## src/rtl/alu_mc.sv

```systemverilog
// alu_mc: parametrised multi-cycle ALU for the execute stage.
// Single-cycle ops finish one clock after acceptance; MUL runs an iterative
// shift-add over WIDTH clocks. Result and status flags are registered and
// handed to the consumer through a valid/ready handshake.
module alu_mc #(
  parameter int WIDTH = 32,
  parameter int SHW   = 5
) (
  input  logic             clk,
  input  logic             rst_n,
  input  logic             in_valid,
  output logic             in_ready,
  input  logic [WIDTH-1:0] a,
  input  logic [WIDTH-1:0] b,
  input  logic [2:0]       gin,
  input  logic             stswrite,
  output logic             out_valid,
  input  logic             out_ready,
  output logic [WIDTH-1:0] sum,
  output logic [2:0]       status
);

  localparam logic [2:0] OP_AND = 3'b000;
  localparam logic [2:0] OP_OR  = 3'b001;
  localparam logic [2:0] OP_ADD = 3'b010;
  localparam logic [2:0] OP_SRL = 3'b011;
  localparam logic [2:0] OP_MUL = 3'b100;
  localparam logic [2:0] OP_SLL = 3'b101;
  localparam logic [2:0] OP_SUB = 3'b110;
  localparam logic [2:0] OP_SLT = 3'b111;

  // The counter runs one past the last step so the final load gets its own clock.
  localparam logic [SHW:0] CntDone = (SHW+1)'(WIDTH);
  localparam logic [SHW:0] CntOne  = (SHW+1)'(1);

  typedef enum logic [1:0] {
    IDLE,
    MUL,
    DONE
  } state_t;

  state_t           r_state;
  logic [WIDTH-1:0] r_sum;
  logic [2:0]       r_status;
  logic [WIDTH-1:0] r_mcand;
  logic [WIDTH-1:0] r_mplier;
  logic [WIDTH-1:0] r_acc;
  logic [SHW:0]     r_cnt;
  logic             r_stsw;

  logic [WIDTH-1:0] w_add;
  logic [WIDTH-1:0] w_diff;
  logic             w_addOvf;
  logic             w_subOvf;
  logic [WIDTH-1:0] w_res;
  logic             w_ovf;
  logic             w_accept;

  assign in_ready  = (r_state == IDLE) | ((r_state == DONE) & out_ready);
  assign out_valid = (r_state == DONE);
  assign sum       = r_sum;
  assign status    = r_status;
  assign w_accept  = in_valid & in_ready;

  assign w_add    = a + b;
  assign w_diff   = a - b;
  assign w_addOvf = (a[WIDTH-1] == b[WIDTH-1]) & (w_add[WIDTH-1] != a[WIDTH-1]);
  assign w_subOvf = (a[WIDTH-1] != b[WIDTH-1]) & (w_diff[WIDTH-1] != a[WIDTH-1]);

  // Single-cycle result and overflow flag for every op except MUL.
  always_comb begin
    w_res = '0;
    w_ovf = 1'b0;
    case (gin)
      OP_ADD: begin
        w_res = w_add;
        w_ovf = w_addOvf;
      end
      OP_SUB: begin
        w_res = w_diff;
        w_ovf = w_subOvf;
      end
      OP_SLT: begin
        w_res = {{(WIDTH-1){1'b0}}, w_diff[WIDTH-1] ^ w_subOvf};
        w_ovf = w_subOvf;
      end
      OP_AND: w_res = a & b;
      OP_OR:  w_res = a | b;
      OP_SLL: w_res = a << b[SHW-1:0];
      OP_SRL: w_res = a >> b[SHW-1:0];
      default: begin
        w_res = '0;
        w_ovf = 1'b0;
      end
    endcase
  end

  // Control FSM plus result/status registers and the shift-add multiplier.
  always_ff @(posedge clk) begin
    if (!rst_n) begin
      r_state  <= IDLE;
      r_sum    <= '0;
      r_status <= 3'b000;
      r_mcand  <= '0;
      r_mplier <= '0;
      r_acc    <= '0;
      r_cnt    <= '0;
      r_stsw   <= 1'b0;
    end else begin
      case (r_state)
        IDLE, DONE: begin
          if (w_accept) begin
            if (gin == OP_MUL) begin
              r_mcand  <= a;
              r_mplier <= b;
              r_acc    <= '0;
              r_cnt    <= '0;
              r_stsw   <= stswrite;
              r_state  <= MUL;
            end else begin
              r_sum <= w_res;
              if (stswrite) begin
                r_status <= {~|w_res, w_res[WIDTH-1], w_ovf};
              end
              r_state <= DONE;
            end
          end else if ((r_state == DONE) && out_ready) begin
            r_state <= IDLE;
          end
        end
        MUL: begin
          if (r_cnt == CntDone) begin
            r_sum <= r_acc;
            if (r_stsw) begin
              r_status <= {~|r_acc, r_acc[WIDTH-1], 1'b0};
            end
            r_state <= DONE;
          end else begin
            if (r_mplier[0]) begin
              r_acc <= r_acc + r_mcand;
            end
            r_mcand  <= r_mcand << 1;
            r_mplier <= r_mplier >> 1;
            r_cnt    <= r_cnt + CntOne;
          end
        end
        default: r_state <= IDLE;
      endcase
    end
  end

endmodule

```

## config.mk

```make
export PLATFORM = sky130hd
export DESIGN_NAME = alu_mc
export DESIGN_NICKNAME = d
export VERILOG_FILES = /design/src/rtl/alu_mc.sv
export SDC_FILE = /design/constraint.sdc
export NUM_CORES = 1
export LEC_CHECK = 0
export CELL_PAD_IN_SITES_DETAIL_PLACEMENT = 0
export CELL_PAD_IN_SITES_GLOBAL_PLACEMENT = 2
export CORE_MARGIN = 10
export CORE_UTILIZATION = 39
export CTS_CLUSTER_SIZE = 16
export DETAILED_ROUTE_END_ITERATION = 6
export PLACE_DENSITY_LB_ADDON = 0.1
export SYNTH_ARGS = -nofsm -noshare
export SYNTH_HDL_FRONTEND = slang
export SYNTH_SLANG_ARGS = --single-unit
```

## constraint.sdc

```tcl
create_clock -name clk -period 11.76 [get_ports clk]
set_clock_uncertainty 0.05 [all_clocks]
set_input_delay 2.352 -clock clk [delete_from_list [all_inputs] [get_ports clk]]
set_output_delay 2.352 -clock clk [all_outputs]
set_load 0.01 [all_outputs]
```

==> results.py <==
metrics = {
    "run_status": {
        "status": "finished, final reports clean",
    },
    "routing": {
        "met1_length_mm": 33.42,
        "wl_met2_mm": 32.18,
        "top_layer_used": "met4",
        "drtIter0Drc": 2232,
        "wl_per_cell_um": 27.93,
        "dr.pass1.iters": 6,
        "vias_per_cell": 6.489,
        "drt.antenna.violating_nets": 0,
        "vias": 17550,
        "met3WireLength_mm": 6.905,
        "drcViolationCount": 0,
        "drt_wl_total_mm": 75.54,
    },
    "critical_path": {
        "crit_family": "compound AO/OA/AOI/OAI gates",
        "crit_end": "status[2]$_SDFFE_PN0P_",
        "startpoint": "b[4]",
        "arrival_ps": 8940,
        "crit_type": "in2reg",
        "worstPathRequired_ps": 12110,
        "r2r_setup_slack_ps": 7410,
        "reg2regPathDepth": 13,
        "cp.buffers_inverters": 2,
        "worstSetupStartpointType": "input pin",
        "r2r-start": "r_mcand[0]$_SDFFE_PN0P_",
        "cp_slowest_stage_delay_ps": 840,
        "cp_max_fo": 10,
        "cp_slowest_cell": "clkdlybuf4s50_1",
        "crit_cells": 25,
        "crit_top_cell": "nor2_1",
        "endpoint_kind": "register",
        "worstReg2RegEnd": "r_acc[30]$_SDFFE_PN0P_",
    },
    "power_and_ir_drop": {
        "power_mw": 1.809,
        "p_leak_nw": 7.312,
        "p_per_area_nw_per_um2": 98.69,
        "vdd_drop_max_mv": 0.1228,
    },
    "cts": {
        "ctsResizeCount": 0,
        "cts_tree": "done",
        "cts_buffers": 17,
        "clkLatencyLatePin_ps": 490,
        "clock_sinks": 140,
        "clk_pin_slew_ps": 70,
        "post-cts-setup-buffers": 0,
        "cts_hold_buffers": 0,
        "h-tree-depth": 4,
        "clock-root-buffer": "clkbuf_16",
        "clockBufferDepth": 2,
    },
    "placement": {
        "dp_hpwl_mm": 57.32,
        "gp_congestion": 1.017,
        "place_inst": 2674,
        "dpl_cell_area_sq_um": 17720,
        "pre_cts_slack_ps": 2856,
        "io_buffers": 108,
    },
    "floorplanning": {
        "die_area_sq_um": 50980,
        "rows": 75,
        "die_w_um": 225.8,
        "initial_utilization_pct": 39.38,
        "num_io_pins": 109,
        "die_y_um": 225.8,
        "core_area_sq_um": 41950,
    },
    "global_route": {
        "antenna_found_initial": 0,
        "grt_max_degree": 93,
        "grt_pass1_wl_mm": 111.4,
        "grt_pass1_vias": 16360,
        "grt.overflow.total": 0,
        "grt_usage_pct": 29.19,
    },
    "logic_synthesis": {
        "synth_common_cells": "nor2_1, nand2_1, a21oi_1, dfxtp_1, ha_1",
        "synthesis.nets": 2397,
        "synthArstFlopShare_pct": 0,
        "syn-instance-count": 2182,
        "synth-main-ff-cell": "dfxtp_1",
        "synthDistinctLibCells": 85,
        "synth_edf_count": 0,
        "yosysWarningCount": 0,
        "syn_area_per_cell_sq_um": 7.570,
        "ys_ff_latch": 140,
        "seq_area_frac_synth_pct": 16.97,
        "syn_area_sq_um": 16520,
        "synthTopCellsByArea": "dfxtp_1, ha_1, mux4_2",
        "yosys.area.top_type": "dfxtp_1",
        "yosys.cell_count.top_type": "nor2_1",
        "synth_top_area_share_pct": 16.97,
    },
    "sta": {
        "period_needed_ps": 8598,
        "clock.fmax_mhz": 116.3,
        "final-hold-violation-count": 0,
        "setup_viol": 0,
        "hold_ws_ps": 401.8,
        "finalMaxSlewViolations": 0,
        "tightestPinTransition_ps": 1159,
        "slew_headroom_pct": 22.00,
        "rsz0062_at_grt": "no",
        "setup_slack_ps": 3162,
        "setup_tns_ps": 0,
        "period_share_pct": 73.11,
    },
    "final_layout": {
        "num_antenna_cells": 0,
        "post_route_cells_drive_above_1_share_pct": 8.403,
        "syn2layout_area_growth_pct": 10.95,
        "fin_cells": 2705,
        "final_cell_area_sq_um": 18330,
        "fin_util_pct": 43.69,
        "nNetsFinal": 2369,
    },
    "min_path": {
        "hold_class": "reg2reg",
    },
    "run": {
        "max_cap_viol_count": 0,
    },
}
[where the power goes]
| group | switching [mW] | internal [mW] | leakage [nW] |
|---|---|---|---|
| Clock | 0.244 | 0.340 | 0.292 |
| Combinational | 0.449 | 0.251 | 5.88 |
| Sequential | 0.0221 | 0.503 | 1.14 |
[placed cells by master, fill, tap and decap left out, types with 12 or more instances in the layout]
cell and n:
a211oi_1 44, a21o_1 28, a21oi_1 157, a221o_1 15, a221oi_1 12, a22oi_1 28
a311oi_1 66, a31oi_1 13, a32oi_1 12, and2_1 16, buf_4 36, clkbuf_16 17
clkdlybuf4s50_1 103, dfxtp_1 140, ha_1 139, inv_1 113, mux2i_1 56, mux4_2 71
nand2_1 240, nand2b_1 13, nand3_1 38, nand4_1 18, nor2_1 318, nor2b_1 13
nor3_1 38, nor4_1 21, o211ai_1 30, o21ai_0 84, o21bai_1 19, o221ai_1 15
o22ai_1 13, o31ai_1 14, or3_1 18, xnor2_1 26
[area by class of cell]
| class | count | area [sq um] |
|---|---|---|
| fillers | 4362 | 23620 |
| clock buffers | 19 | 442.9 |
| repair buffers | 142 | 1316 |
| clock inverters | 12 | 161.4 |
| multi-input cells | 1739 | 12500 |
| flip-flops and latches | 140 | 2803 |
| well taps | 539 | 674.4 |
| inverters | 114 | 430.4 |
[cells by family (layout without fill, tap and decap cells)]
kind of cell,Yosys count,count (layout),share of synthesized area [%]
AOI/OAI and AO/OA,638,638,27.01
buffers and inverters,303,287,7.696
xor gates and xnor gates,37,37,1.962
DFF,140,140,16.97
and+or+nand+nor,782,782,21.02
muxes,139,139,14.32
adders and majority gates,143,143,11.01
[per-layer routing]
layer  vias up  global-route usage [%]
met1      8580                   40.17
met4         0                   12.35
met3       128                   6.706
met2       835                   42.76
met5         -                       0
li1       8009                       -
[how the worst min path moves through the flow]
stage                               startpoint                   end  slack [ps]  cells past startpoint
after floorplan            r_stsw$_SDFFE_PN0P_   r_stsw$_SDFFE_PN0P_         380                      2
after global placement    sum[29]$_SDFFE_PN0P_  sum[29]$_SDFFE_PN0P_         390                      2
after detailed placement   r_stsw$_SDFFE_PN0P_   r_stsw$_SDFFE_PN0P_         390                      2
after CTS                  r_stsw$_SDFFE_PN0P_   r_stsw$_SDFFE_PN0P_         400                      2
after global routing      sum[28]$_SDFFE_PN0P_  sum[28]$_SDFFE_PN0P_         420                      2
final                      r_stsw$_SDFFE_PN0P_   r_stsw$_SDFFE_PN0P_         400                      2
[state kept, by name, indices dropped and copies added, names as in the netlist]
register,flops
status,3
r_mplier,32
r_cnt,6
r_state,2
sum,32
r_stsw,1
r_mcand,32
r_acc,32
[worst register-to-register path, delay by kind of cell (launching register included)]
kind / cells / cell delay (ps)
AO/OA/AOI/OAI: 9 / 2660
XOR/XNOR: 1 / 170
adder cells (fa/ha/maj): 2 / 760
flip-flops: 1 / 440
AND/OR/NAND/NOR: 1 / 140
(Power assumes the default switching activity.)
